File: src/rtl/serial_arith_pkg.sv
`default_nettype none
//------------------------------------------------------------------------------
// Module  : serial_arith_pkg
// Purpose : Shared types and constants for the bit-serial arithmetic blocks.
//           - state_t       : controller states (IDLE / SHIFT / DONE)
//           - DEFAULT_WIDTH : default operand width
// Revision: 1.0 - initial release
//------------------------------------------------------------------------------
package serial_arith_pkg;

   localparam int DEFAULT_WIDTH = 4;

   typedef enum logic [1:0] {
      ST_IDLE  = 2'd0,
      ST_SHIFT = 2'd1,
      ST_DONE  = 2'd2
   } state_t;

endpackage : serial_arith_pkg
`default_nettype wire

File: src/rtl/fulladder.sv
`default_nettype none
//------------------------------------------------------------------------------
// Module  : fulladder
// Purpose : Single-bit full-adder cell.
// Ports   : a, b, cin - addend bits and carry-in
//           sum, cout - sum bit and carry-out
// Revision: 1.0 - initial release
//------------------------------------------------------------------------------
module fulladder (
   input  logic a,
   input  logic b,
   input  logic cin,
   output logic sum,
   output logic cout
);

   assign sum  = a ^ b ^ cin;
   assign cout = (a & b) | (cin & (a ^ b));

endmodule : fulladder
`default_nettype wire

File: src/rtl/serial_subtractor.sv
`default_nettype none
//------------------------------------------------------------------------------
// Module  : serial_subtractor
// Purpose : Bit-serial WIDTH-bit subtractor, diff = a - b - bin (mod 2^WIDTH),
//           LSB first, one bit per clock through a single full-adder cell.
//           Subtraction is done as a + ~b + ~bin; borrow-out = ~final carry.
// Ports   : clk, rst       - clock, asynchronous active-high reset
//           start_i        - request, accepted only while busy_o = 0
//           a_i, b_i, bin_i- operands, captured on the accepted start
//           busy_o         - high while bits are being processed
//           done_o         - one-cycle pulse, result valid
//           diff_o, bout_o - difference and borrow-out, held until next start
//           ovf_o          - signed overflow (macro SIGNED_OVF_EN), else 0
// Config  : define SIGNED_OVF_EN to build the signed-overflow flag.
// Revision: 1.0 - initial release
//------------------------------------------------------------------------------
module serial_subtractor
   import serial_arith_pkg::*;
#(
   parameter int WIDTH = DEFAULT_WIDTH
) (
   input  logic             clk,
   input  logic             rst,
   input  logic             start_i,
   input  logic [WIDTH-1:0] a_i,
   input  logic [WIDTH-1:0] b_i,
   input  logic             bin_i,
   output logic             busy_o,
   output logic             done_o,
   output logic [WIDTH-1:0] diff_o,
   output logic             bout_o,
   output logic             ovf_o
);

   localparam int             CW     = $clog2(WIDTH);
   localparam logic [CW-1:0]  c_LAST = CW'(WIDTH - 1);

   state_t           state_q, state_d;
   logic [CW-1:0]    cnt_q;
   logic [WIDTH-1:0] a_sr_q;
   logic [WIDTH-1:0] b_sr_q;
   logic [WIDTH-1:0] diff_q;
   logic             carry_q;
   logic             bout_q;

   logic             w_accept;
   logic             w_last;
   logic             w_b_n;
   logic             w_sum;
   logic             w_cout;

   // A start is honoured whenever the engine is not shifting (IDLE or DONE).
   assign w_accept = start_i && (state_q != ST_SHIFT);
   assign w_last   = (cnt_q == c_LAST);
   assign w_b_n    = ~b_sr_q[0];

   fulladder u_fa (
      .a    (a_sr_q[0]),
      .b    (w_b_n),
      .cin  (carry_q),
      .sum  (w_sum),
      .cout (w_cout)
   );

   // State register
   always_ff @(posedge clk or posedge rst) begin
      if (rst) begin
         state_q <= ST_IDLE;
      end else begin
         state_q <= state_d;
      end
   end

   // Next-state logic
   always_comb begin
      state_d = state_q;
      case (state_q)
         ST_IDLE:  if (start_i) state_d = ST_SHIFT;
         ST_SHIFT: if (w_last)  state_d = ST_DONE;
         ST_DONE:  state_d = start_i ? ST_SHIFT : ST_IDLE;
         default:  state_d = ST_IDLE;
      endcase
   end

   // Output logic
   always_comb begin
      busy_o = (state_q == ST_SHIFT);
      done_o = (state_q == ST_DONE);
   end

   // Datapath: operand shifters, carry flop, result shifter, borrow-out
   always_ff @(posedge clk or posedge rst) begin
      if (rst) begin
         cnt_q   <= '0;
         a_sr_q  <= '0;
         b_sr_q  <= '0;
         diff_q  <= '0;
         carry_q <= 1'b0;
         bout_q  <= 1'b0;
      end else if (w_accept) begin
         cnt_q   <= '0;
         a_sr_q  <= a_i;
         b_sr_q  <= b_i;
         diff_q  <= '0;
         carry_q <= ~bin_i;       // borrow-in enters as inverted carry-in
      end else if (state_q == ST_SHIFT) begin
         cnt_q   <= cnt_q + 1'b1;
         a_sr_q  <= {1'b0, a_sr_q[WIDTH-1:1]};
         b_sr_q  <= {1'b0, b_sr_q[WIDTH-1:1]};
         diff_q  <= {w_sum, diff_q[WIDTH-1:1]};
         carry_q <= w_cout;
         if (w_last) begin
            bout_q <= ~w_cout;
         end
      end
   end

   assign diff_o = diff_q;
   assign bout_o = bout_q;

`ifdef SIGNED_OVF_EN
   logic ovf_q;

   // On the MSB slice carry_q is the carry into the MSB and w_cout the carry
   // out of it; their XOR is two's-complement overflow.
   always_ff @(posedge clk or posedge rst) begin
      if (rst) begin
         ovf_q <= 1'b0;
      end else if (w_accept) begin
         ovf_q <= 1'b0;
      end else if ((state_q == ST_SHIFT) && w_last) begin
         ovf_q <= carry_q ^ w_cout;
      end
   end

   assign ovf_o = ovf_q;
`else
   assign ovf_o = 1'b0;
`endif

endmodule : serial_subtractor
`default_nettype wire
File: config.mk
export PLATFORM = sky130hd
export DESIGN_NAME = serial_subtractor
export DESIGN_NICKNAME = d
export VERILOG_FILES = /design/src/rtl/serial_arith_pkg.sv /design/src/rtl/fulladder.sv /design/src/rtl/serial_subtractor.sv
export SDC_FILE = /design/constraint.sdc
export NUM_CORES = 1
export LEC_CHECK = 0
export ABC_AREA = 1
export BUFFER_PORTS_ARGS = -buffer_cell sky130_fd_sc_hd__buf_4
export CAP_MARGIN = 0
export CORE_AREA = 2 2 47 49
export DETAILED_ROUTE_END_ITERATION = 10
export DIE_AREA = 0 0 49 51
export PLACE_DENSITY = 0.69
export SLEW_MARGIN = 10
export SYNTH_ARGS = -nofsm -noshare
export SYNTH_HDL_FRONTEND = slang
export SYNTH_SLANG_ARGS = --single-unit
File: constraint.sdc
create_clock -name clk -period 1 [get_ports clk]
set_clock_uncertainty 0.1 [all_clocks]
set_input_delay 0.1 -clock clk [delete_from_list [all_inputs] [get_ports clk]]
set_output_delay 0.1 -clock clk [all_outputs]
set_load 0.01 [all_outputs]
==> impl_summary.txt, run 1 <==
----------------------------------------------------
[Floorplanning]
  Full die area ... 0.00250 mm²
  DIE WIDTH ... 49 µm
  Count of standard-cell rows ... 17
  Die height ... between 50 and 60 µm
  Std-Cell Core Area ... 0.00206 mm²
  Initial Util ... between 40% and 50%
  I/O Pins ... 20

[Drt]
  Remaining design rule violation count ... 0
  Final wirelength ... 2150 µm
  Via count ... around 830
  Router iterations before antenna repair ... 4
  Vias/cell ... 4.90
  Routed wire length per instance ... 12.7 µm
  Number of nets still failing antenna checks after routing ... 0
  Detailed router's first-iteration violation count ... 10

[Finish]
  Most used cells in the layout excluding fill and tap cells ... sky130_fd_sc_hd__buf_4 (25), sky130_fd_sc_hd__nand2_1 (19), sky130_fd_sc_hd__dfrtp_1 (18), sky130_fd_sc_hd__nand3_2 (17), sky130_fd_sc_hd__nand3_1 (14)
  Layout cell share with drive strength beyond 1 ... between 40% and 50%
  Net count, final ... 156
  Most common cell after layout, fill and taps aside ... sky130_fd_sc_hd__buf_4
  Synth-to-layout area growth ... 67.5%
  Fin util ... 69.8%
  Antenna diodes ... 0

[Critical path]
  Critical path fanouts, max ... 2
  Worst reg2reg path startpoint ... state_q[1]
  Critical path data arrival time ... 1.13 ns
  Crit path launch ... state_q[1]
  Category of the worst setup path capture point ... output port
  Startpoint type of the worst setup path ... register
  Req. time, crit path ... 0.80 ns
  CP Class ... register to output port

[Min path]
  Startpoint of the tightest hold check path ... start_i
  Class of the tightest hold or removal check ... input pin to register

[STA]
  Slew Limit Fails ... 0
  Worst Setup Slack, final ... -0.332 ns
  Maximum operating frequency ... 751 MHz
  Finish-stage setup viols ... 25
  Endpoints failing hold ... 0
  Shortest period the worst path allows ... approximately 1.3 ns
  RSZ-0062 raised after global routing ... yes
  Final worst path period share ... 133%

[Placed design]
  Last weighted congestion value of the routability-driven placer ... 0.683
  DP HPWL ... about 1200 µm
  Number of port buffers ... 18

[Yosys]
  Post-Syn Area ... 860 µm²
  Number of distinct standard cells referenced by the synthesized netlist ... 17
  Number of storage elements in the synthesis netlist ... 18
  Sequential cell area fraction in the yosys report ... 52.4%
  Synth Instances ... 95
  Number of nets in the synthesized netlist ... 109
  Average size of a mapped cell ... about 9 µm²
  Count of yosys warnings during synthesis ... 0

[CTS]
  Clock insertion delay at the later pin of the skew report ... about 0.30 ns
  Total CTS buffers ... 3
  Clock input transition at the sequential cells of the worst setup and hold paths ... between 0.1 and 0.15 ns
  Cell at the root of the clock tree ... sky130_fd_sc_hd__clkbuf_4
  Bufs on Longest Clock Path ... 2
  Clock tree from TritonCTS ... built
  H-tree depth reported by CTS ... 1
  Clock sinks ... 18

[Run status]
  Violations in the final reports ... setup timing
  Status ... finished, violations left

[Power]
  Power per Cell Area ... roughly 2900 mW/mm²
  P_leak ... just over 0.0007 µW
  Max IR drop VDD ... 1.76 mV
  Total Power Consumption ... ~4100 µW

[GRT]
  Number of antenna violations at the first check in global routing ... 0
  Largest net degree at the start of global routing ... 19
  Wire length of the first global-routing pass ... about 3400 µm
  Final global-route overflow total ... 0
  Vias in the first global route ... 768
  Overall track demand over capacity in global routing ... 18.4%

[Run]
  Max-cap violations ... 0

----------------------------------------------------
-- final timing paths --
check / to / slack, ns / depth (start not counted)
setup reg to reg: a_sr_q[1] / -0.30 / 7
max in group asynchronous: cnt_q[0] / 0.34 / 4
hold / removal: b_sr_q[3] / 0.11 / 4
setup / recovery: done_o / -0.33 / 5
min in group asynchronous: diff_o[2] / 0.26 / 4
hold reg to reg: b_sr_q[0] / 0.40 / 2
-- critical path: stages, from the launching register on --
cell,delay [ns]
sky130_fd_sc_hd__dfrtp_1,0.41
sky130_fd_sc_hd__buf_6,0.12
sky130_fd_sc_hd__inv_4,0.03
sky130_fd_sc_hd__buf_6,0.10
sky130_fd_sc_hd__nor2_4,0.07
sky130_fd_sc_hd__buf_6,0.10
-- kinds of logic after synthesis --
kind of cell / share of synthesized area (%)
AO/OA/AOI/OAI: 2.91
other: 0.436
adder cells (fa/ha/maj): 3.78
buffers and inverters: 11.5
flip-flops: 52.4
AND/OR/NAND/NOR: 29.0
-- cell usage after synthesis --
cell type / n / area share, %
sky130_fd_sc_hd__buf_2: 1 / 0.58
sky130_fd_sc_hd__nand2_1: 19 / 8.3
sky130_fd_sc_hd__inv_2: 1 / 0.44
sky130_fd_sc_hd__inv_1: 8 / 3.5
sky130_fd_sc_hd__ha_1: 1 / 1.5
sky130_fd_sc_hd__nor2_2: 2 / 1.5
sky130_fd_sc_hd__nor2_1: 1 / 0.44
sky130_fd_sc_hd__buf_4: 2 / 1.7
sky130_fd_sc_hd__buf_6: 4 / 5.2
sky130_fd_sc_hd__o22ai_1: 1 / 0.73
sky130_fd_sc_hd__o21ai_2: 1 / 1.0
sky130_fd_sc_hd__o21ai_0: 2 / 1.2
sky130_fd_sc_hd__nand2_2: 1 / 0.73
sky130_fd_sc_hd__dfrtp_1: 18 / 52
sky130_fd_sc_hd__nand3_1: 31 / 18
sky130_fd_sc_hd__fa_1: 1 / 2.3
sky130_fd_sc_hd__conb_1: 1 / 0.44
-- area by class of cell --
cell class | count | area, µm²
clock buffer | 4 | 36.3
multi-input combinational | 61 | 429
tap | 28 | 35.0
inverter | 9 | 36.3
timing repair buffer | 49 | 453
fill | 164 | 623
sequential | 18 | 450
-- power breakdown --
group / total (µW) / leakage [µW] / switching, µW / internal, µW
Clock: 461 / 0.0000210 / 239 / 222
Sequential: 1260 / 0.000231 / 218 / 1040
Combinational: 2390 / 0.000452 / 1130 / 1260
-- flip-flops by register name, indices dropped and copies added (netlist names) --
register and count:
a_sr_q 4, b_sr_q 4, diff_o 4, cnt_q 2, state_q 2, bout_o 1
carry_q 1
-- through the flow --
stage / setup slack [ns] / cell area [µm²] / hold WS, ns / setup TNS (ns) / instances
after floorplan: -0.151 / 898 / -0.0614 / -0.676 / 95
after CTS: -0.371 / 1400 / 0.104 / -5.41 / 164
final: -0.332 / 1440 / 0.110 / -5.22 / 169
after detailed placement: -0.236 / 1070 / 0.0373 / -2.82 / 144
after global placement: -0.194 / 1070 / 0.0364 / -2.54 / 144
after global routing: -0.391 / 1440 / 0.134 / -6.70 / 169
-- what timing repair did --
| action | CTS | global route |
|---|---|---|
| cloned | 2 | 0 |
| endpoints found under the hold margin | 27 | 0 |
| endpoints found under the setup margin | 25 | 25 |
| gates resized for setup | 38 | 1 |
| hold buffers | 10 | 0 |
| buffers inserted | 4 | 5 |
| pin swaps | 7 | 3 |
-- layer usage --
layer	vias up	wire length [µm]	global-route usage, %
li1	399	-	-
met1	401	803	22.1
met2	21	1220	32.9
met3	7	74	2.92
met4	0	54	8.10
met5	-	0	0
No activity file was read; power rests on OpenSTA's default activity.
==> inputs of run 2 (changes only) <==
Settings changed: BUFFER_PORTS_ARGS -buffer_cell sky130_fd_sc_hd__buf_4 to not set, CORE_AREA 2 2 47 49 to 2 2 44 46, DIE_AREA 0 0 49 51 to 0 0 46 48, DONT_BUFFER_PORTS set to 1, PLACE_DENSITY 0.69 to 0.67.
==> run 2 against run 1 <==
Compared with the run above: the run still ends with setup timing left; die area down 12%; routed wire length up 1.5%; total power down 3.2%; clock power down 2%; critical endpoint unchanged.
==> impl_summary.txt, run 2 (synthesized netlist as in run 1, its figures left out) <==
----------------------------------------------------
[STA]
  Slew Limit Fails ... 0 (unchanged)
  Endpoints failing hold ... 0 (unchanged)
  Shortest period the worst path allows ... 1.26 ns (was 1.33 ns)
  Finish-stage setup viols ... 19 (was 25)
  Worst Setup Slack, final ... -0.259 ns (was -0.332 ns)
  Maximum operating frequency ... 794 MHz (was 751 MHz)
  RSZ-0062 raised after global routing ... yes (unchanged)
  Final-layout worst hold slack ... 0.0350 ns (was 0.110 ns)
  Final worst path period share ... 126% (was 133%)

[Finish]
  Cell area after layout ... 0.00128 mm² (was 0.00144 mm²)
  Final non-filler cell total ... 133 (was 169)
  FF+latch area ... 450 µm² (unchanged)
  Fin util ... 75.9% (was 69.8%)
  Antenna diodes ... 0 (unchanged)
  Synth-to-layout area growth ... 49.2% (was 67.5%)
  Most used cells in the layout excluding fill and tap cells ... sky130_fd_sc_hd__nand2_1 (18), sky130_fd_sc_hd__dfrtp_1 (18), sky130_fd_sc_hd__nand3_1 (14), sky130_fd_sc_hd__nand3_2 (14), sky130_fd_sc_hd__dlygate4sd3_1 (11) (was sky130_fd_sc_hd__buf_4 (25), sky130_fd_sc_hd__nand2_1 (19), sky130_fd_sc_hd__dfrtp_1 (18), sky130_fd_sc_hd__nand3_2 (17), sky130_fd_sc_hd__nand3_1 (14))
  Net count, final ... 131 (was 156)
  Filler Cells Inserted ... 116 (was 164)
  Area of the multi-input gates ... 455 µm² (was 429 µm²)
  Layout cell share with drive strength beyond 1 ... 40.5% (was 49.6%)

[Critical path]
  Req. time, crit path ... 0.80 ns (about the same)
  Critical path data arrival time ... 1.06 ns (was 1.13 ns)
  Crit path launch ... state_q[1] (unchanged)
  Worst path slowest cell ... sky130_fd_sc_hd__dfrtp_1 (unchanged)
  Cell family with the largest share of critical-path delay ... flip-flops (unchanged)
  Delay of the slowest cell on the worst path ... 0.45 ns (was 0.41 ns)
  Register-to-register path setup slack ... -0.23 ns (was -0.30 ns)
  Critical path fanouts, max ... 2 (unchanged)
  Critical path cell sequence ... inv_2 > buf_6 > nor2_4 (was buf_6 > inv_4 > buf_6 > nor2_4 > buf_6)
  Category of the worst setup path capture point ... output port (unchanged)
  Worst reg2reg path startpoint ... b_sr_q[0] (was state_q[1])
  Buffering stage count on the worst path with inverters included ... 2 (was 4)
  Startpoint type of the worst setup path ... register (unchanged)
  CP Class ... register to output port (unchanged)

[Placed design]
  Last weighted congestion value of the routability-driven placer ... 0.708 (was 0.683)
  DP Worst Slack ... -0.202 ns (was -0.236 ns)
  Number of port buffers ... 0 (was 18)
  Area of placed instances ... 956 µm² (was 0.00107 mm²)
  DP HPWL ... 1130 µm (was 1200 µm)
  Placed cell count ... 114 (was 144)

[Drt]
  Number of nets still failing antenna checks after routing ... 0 (unchanged)
  Routed wl met2 ... 1190 µm (was 1220 µm)
  Vias/cell ... 5.76 (was 4.90)
  Router iterations before antenna repair ... 4 (unchanged)
  Routed wire length per instance ... 16.4 µm (was 12.7 µm)
  Top layer used by detailed routing ... met4 (unchanged)
  Wire length on met1 ... 819 µm (was 803 µm)
  Remaining design rule violation count ... 0 (unchanged)
  Detailed router's first-iteration violation count ... 11 (was 10)
  Detailed-routed wire length on met3 ... 166 µm (was 74 µm)
  Via count ... 766 (was 828)
  Final wirelength ... 2190 µm (was 2150 µm)

[GRT]
  Number of antenna violations at the first check in global routing ... 0 (unchanged)
  Largest net degree at the start of global routing ... 19 (unchanged)
  Final global-route overflow total ... 0 (unchanged)
  Wire length of the first global-routing pass ... 2760 µm (was 3440 µm)
  Vias in the first global route ... 606 (was 768)
  Overall track demand over capacity in global routing ... 18.0% (was 18.4%)

[Power]
  Cell Int Power ... 2380 µW (was 2530 µW)
  Net switching power figure ... 1600 µW (was 1590 µW)
  Max IR drop VDD ... 1.83 mV (was 1.76 mV)
  Sequential group share of total power ... 34.2% (was 30.7%)
  P_leak ... 0.000602 µW (was 0.000704 µW)
  Switch share ... 40.2% (was 38.5%)
  Power per Cell Area ... 3100 mW/mm² (was 2860 mW/mm²)
  Part of the power in combinational logic ... 54.4% (was 58.1%)
  Clock power frac ... 11.4% (was 11.2%)

[CTS]
  Clock input transition at the sequential cells of the worst setup and hold paths ... 0.10 ns (was 0.11 ns)
  Bufs on Longest Clock Path ... 2 (unchanged)
  Clock insertion delay at the later pin of the skew report ... 0.29 ns (was 0.30 ns)
  Total CTS buffers ... 3 (unchanged)
  Cell at the root of the clock tree ... sky130_fd_sc_hd__clkbuf_4 (unchanged)
  Clock sinks ... 18 (unchanged)
  H-tree depth reported by CTS ... 1 (unchanged)
  Clock tree from TritonCTS ... built (unchanged)

[Floorplanning]
  Full die area ... 0.00221 mm² (was 0.00250 mm²)
  I/O Pins ... 20 (unchanged)
  DIE WIDTH ... 46 µm (was 49 µm)
  Initial Util ... 50.9% (was 41.7%)
  Count of standard-cell rows ... 15 (was 17)
  Std-Cell Core Area ... 0.00169 mm² (was 0.00206 mm²)
  Die height ... 48 µm (was 51 µm)

[Run]
  Max-cap violations ... 0 (unchanged)

[Min path]
  Startpoint of the tightest hold check path ... start_i (unchanged)
  Class of the tightest hold or removal check ... input pin to register (unchanged)

[Run status]
  Status ... finished, violations left (unchanged)
  Violations in the final reports ... setup timing (unchanged)

----------------------------------------------------
run 2: final timing paths:
check	cells past startpoint	to
max in group asynchronous	3	diff_o[0]
hold reg to reg	2	a_sr_q[3]
setup / recovery	3	done_o
min in group asynchronous	3	cnt_q[0]
setup reg to reg	4	diff_o[3]
hold / removal	3	diff_o[2]
run 2: layout make-up:
type / instances / share of cell area, %
Multi-Input combinational cell: 61 / 35.5
Sequential cell: 18 / 35.1
Timing Repair Buffer: 24 / 22.2
Clock buffer: 4 / 2.83
Inverter: 9 / 2.63
Tap cell: 17 / 1.66
run 2: metal layers:
layer	GRT usage, %	up-vias
met2	30.0	33
li1	-	356
met3	3.02	2
met1	23.5	375
met5	0	-
met4	6.86	0
run 2: metrics by stage:
| step | TNS [ns] | power [µW] |
|---|---|---|
| 3_3_place_gp | -1.33 | 2740 |
| 5_1_grt | -3.99 | 4220 |
| 6_report | -3.41 | 3980 |
| 3_5_place_dp | -1.54 | 2790 |
| 2_1_floorplan | -0.676 | 2300 |
| 4_1_cts | -2.90 | 3650 |
run 2: tightest hold or removal path: stages:
cell                      delay [ns]
sky130_fd_sc_hd__inv_2          0.14
sky130_fd_sc_hd__nand3_2        0.12
sky130_fd_sc_hd__nand2_1        0.04
run 2: power by group through the flow:
stage / Sequential, µW / Combinational (µW) / Clock [µW]
floorplan: 1280 / 1020 / 0
global placement: 1320 / 1420 / 0
detailed placement: 1340 / 1450 / 0
CTS: 1310 / 1880 / 453
global route: 1390 / 2340 / 487
finish: 1360 / 2170 / 453
run 2: timing repair:
item | in CTS | in global routing
setup buffers | 2 | 1
gates cloned | 1 | 1
endpoints found under the setup margin | 19 | 19
endpoints found under the hold margin | 29 | 9
gates resized for setup | 9 | 21
pin swaps | 3 | 5
hold buffers | 4 | 7
==> inputs of run 3 (changes only) <==
Settings changed: CORE_AREA 2 2 44 46 to 2 2 42 44, CTS_BUF_LIST set to sky130_fd_sc_hd__clkbuf_8, DIE_AREA 0 0 46 48 to 0 0 44 46, PLACE_DENSITY 0.67 to 0.73.
==> run 3 against run 2 <==
Compared with the run above: die area shrank 8.3%; the run still ends with setup timing left; combinational power shrank 3%; highest routed layer unchanged; core utilization grew 2.9 points; critical path type is now register to register; worst hold slack gained 0.015 ns; sequential cell count is the same.
==> impl_summary.txt, run 3 (synthesized netlist as in run 1, its figures left out) <==
----------------------------------------------------
[STA]
  Endpoints failing hold ... 0 (unchanged)
  RSZ-0062 raised after global routing ... yes (unchanged)
  Maximum operating frequency ... 801 MHz (was 794 MHz)
  Final worst path period share ... 125% (was 126%)
  Final sum of negative setup slack ... -2.22 ns (was -3.41 ns)
  Slew Limit Fails ... 0 (unchanged)
  Shortest period the worst path allows ... 1.25 ns (was 1.26 ns)
  Worst Setup Slack, final ... -0.248 ns (was -0.259 ns)
  Finish-stage setup viols ... 20 (was 19)

[Placed design]
  Number of port buffers ... 0 (unchanged)
  Area of placed instances ... 941 µm² (was 956 µm²)
  Last weighted congestion value of the routability-driven placer ... 0.733 (was 0.708)
  DP HPWL ... 1160 µm (was 1130 µm)

[Critical path]
  Critical path data arrival time ... 1.34 ns (was 1.06 ns)
  Startpoint type of the worst setup path ... register (unchanged)
  Critical path fanouts, max ... 2 (unchanged)
  CP Class ... register to register (was register to output port)
  Req. time, crit path ... 1.10 ns (was 0.80 ns)
  Category of the worst setup path capture point ... register (was output port)

[Finish]
  Layout cell share with drive strength beyond 1 ... 43.8% (was 40.5%)
  Antenna diodes ... 0 (unchanged)
  Filler Cells Inserted ... 109 (was 116)
  Cell area after layout ... 0.00127 mm² (was 0.00128 mm²)
  Most used cells in the layout excluding fill and tap cells ... sky130_fd_sc_hd__nand3_1 (18), sky130_fd_sc_hd__dfrtp_1 (18), sky130_fd_sc_hd__nand3_2 (13), sky130_fd_sc_hd__nand2_1 (12), sky130_fd_sc_hd__dlygate4sd3_1 (11) (was sky130_fd_sc_hd__nand2_1 (18), sky130_fd_sc_hd__dfrtp_1 (18), sky130_fd_sc_hd__nand3_1 (14), sky130_fd_sc_hd__nand3_2 (14), sky130_fd_sc_hd__dlygate4sd3_1 (11))
  Synth-to-layout area growth ... 48.0% (was 49.2%)
  Net count, final ... 136 (was 131)
  Area of the multi-input gates ... 422 µm² (was 455 µm²)
  FF+latch area ... 450 µm² (unchanged)

[Floorplanning]
  Initial Util ... 53.3% (was 50.9%)
  Std-Cell Core Area ... 0.00161 mm² (was 0.00169 mm²)
  Die height ... 46 µm (was 48 µm)
  DIE WIDTH ... 44 µm (was 46 µm)
  Full die area ... 0.00202 mm² (was 0.00221 mm²)
  Count of standard-cell rows ... 15 (unchanged)
  I/O Pins ... 20 (unchanged)

[CTS]
  Clock insertion delay at the later pin of the skew report ... 0.25 ns (was 0.29 ns)
  Clock sinks ... 18 (unchanged)
  Clock input transition at the sequential cells of the worst setup and hold paths ... 0.07 ns (was 0.10 ns)
  H-tree depth reported by CTS ... 1 (unchanged)
  Bufs on Longest Clock Path ... 2 (unchanged)
  Total CTS buffers ... 3 (unchanged)
  Cell at the root of the clock tree ... sky130_fd_sc_hd__clkbuf_8 (was sky130_fd_sc_hd__clkbuf_4)
  Clock tree from TritonCTS ... built (unchanged)

[Run status]
  Status ... finished, violations left (unchanged)
  Violations in the final reports ... setup timing (unchanged)

[Run]
  Max-cap violations ... 0 (unchanged)

[GRT]
  Wire length of the first global-routing pass ... 3250 µm (was 2760 µm)
  Final global-route overflow total ... 0 (unchanged)
  Number of antenna violations at the first check in global routing ... 0 (unchanged)
  Vias in the first global route ... 782 (was 606)
  Largest net degree at the start of global routing ... 19 (unchanged)
  Overall track demand over capacity in global routing ... 22.8% (was 18.0%)

[Drt]
  Number of nets still failing antenna checks after routing ... 0 (unchanged)
  Remaining design rule violation count ... 0 (unchanged)
  Detailed router's first-iteration violation count ... 9 (was 11)
  Via count ... 770 (was 766)
  Final wirelength ... 2050 µm (was 2190 µm)
  Routed wire length per instance ... 14.8 µm (was 16.4 µm)
  Router iterations before antenna repair ... 4 (unchanged)
  Vias/cell ... 5.58 (was 5.76)

[Power]
  Power per Cell Area ... 3170 mW/mm² (was 3100 mW/mm²)
  Max IR drop VDD ... 2.34 mV (was 1.83 mV)
  P_leak ... 0.000604 µW (was 0.000602 µW)

[Min path]
  Class of the tightest hold or removal check ... input pin to register (unchanged)

----------------------------------------------------
## run 3: cell types whose count changed in the layout (fill, tap and decap cells not counted), moves of 2 or more
cell / delta
sky130_fd_sc_hd__buf_4: +2
sky130_fd_sc_hd__buf_6: +6
sky130_fd_sc_hd__nand2_2: +6
sky130_fd_sc_hd__nand3_1: +4
sky130_fd_sc_hd__clkbuf_8: +3
sky130_fd_sc_hd__buf_12: -2
sky130_fd_sc_hd__nand3_4: -3
sky130_fd_sc_hd__clkbuf_4: -3
sky130_fd_sc_hd__nand2_1: -6
## run 3: path summary, 6_finish.rpt
kind                                 from        end  slack, ns  depth (start not counted)
worst min-delay path              start_i   cnt_q[1]       0.05                          3
max in group asynchronous             rst  diff_o[3]       0.41                          3
worst max-delay path            b_sr_q[0]  diff_o[3]      -0.25                          4
worst min register to register  b_sr_q[2]  b_sr_q[1]       0.40                          2
worst max register to register  b_sr_q[0]  diff_o[3]      -0.25                          4
min in group asynchronous             rst  diff_o[1]       0.20                          3
## run 3: final cells by class
cell class,count,share of cell area (%)
Inverter,9,2.65
Sequential cell,18,35.4
Tap cell,17,1.67
Timing Repair Buffer,29,22.8
Multi-Input combinational cell,61,33.1
Clock buffer,4,4.33
## run 3: what timing repair did
action,in CTS,in global routing
resized for setup,22,17
setup buffers,4,2
cloned,2,0
hold endpoints to repair,27,0
pin swaps,8,11
endpoints found under the setup margin,19,20
hold buffers,11,0
## run 3: critical path: stages (launching register included)
cell	delay (ns)
sky130_fd_sc_hd__dfrtp_1	0.37
sky130_fd_sc_hd__inv_2	0.05
sky130_fd_sc_hd__fa_2	0.57
sky130_fd_sc_hd__nand2_2	0.05
sky130_fd_sc_hd__nand2_2	0.04
## run 3: per-layer routing
metal	wire (µm)	GRT usage, %
met1	736	24.3
met2	1170	41.5
met3	82	4.76
met4	61	13.3
met5	0	0
## run 3: report_power, final
part / switching [µW] / internal (µW) / leakage, µW / total [µW]
clock network: 243 / 350 / 0.0000288 / 593
logic: 1040 / 1070 / 0.000345 / 2110
registers: 289 / 1050 / 0.000231 / 1340
total: 1570 / 2470 / 0.000604 / 4030
## run 3: metrics by stage
stage	worst slack, ns	total power [µW]	util, %	instances	hold slack, ns
global route	-0.295	4340	78.8	138	0.0562
finish	-0.248	4030	78.8	138	0.0498
floorplan	-0.151	2300	-	95	-0.0614
detailed placement	-0.219	2660	58.3	117	-0.0776
CTS	-0.237	3840	75.4	137	0.0424
global placement	-0.170	2580	58.3	117	-0.0781
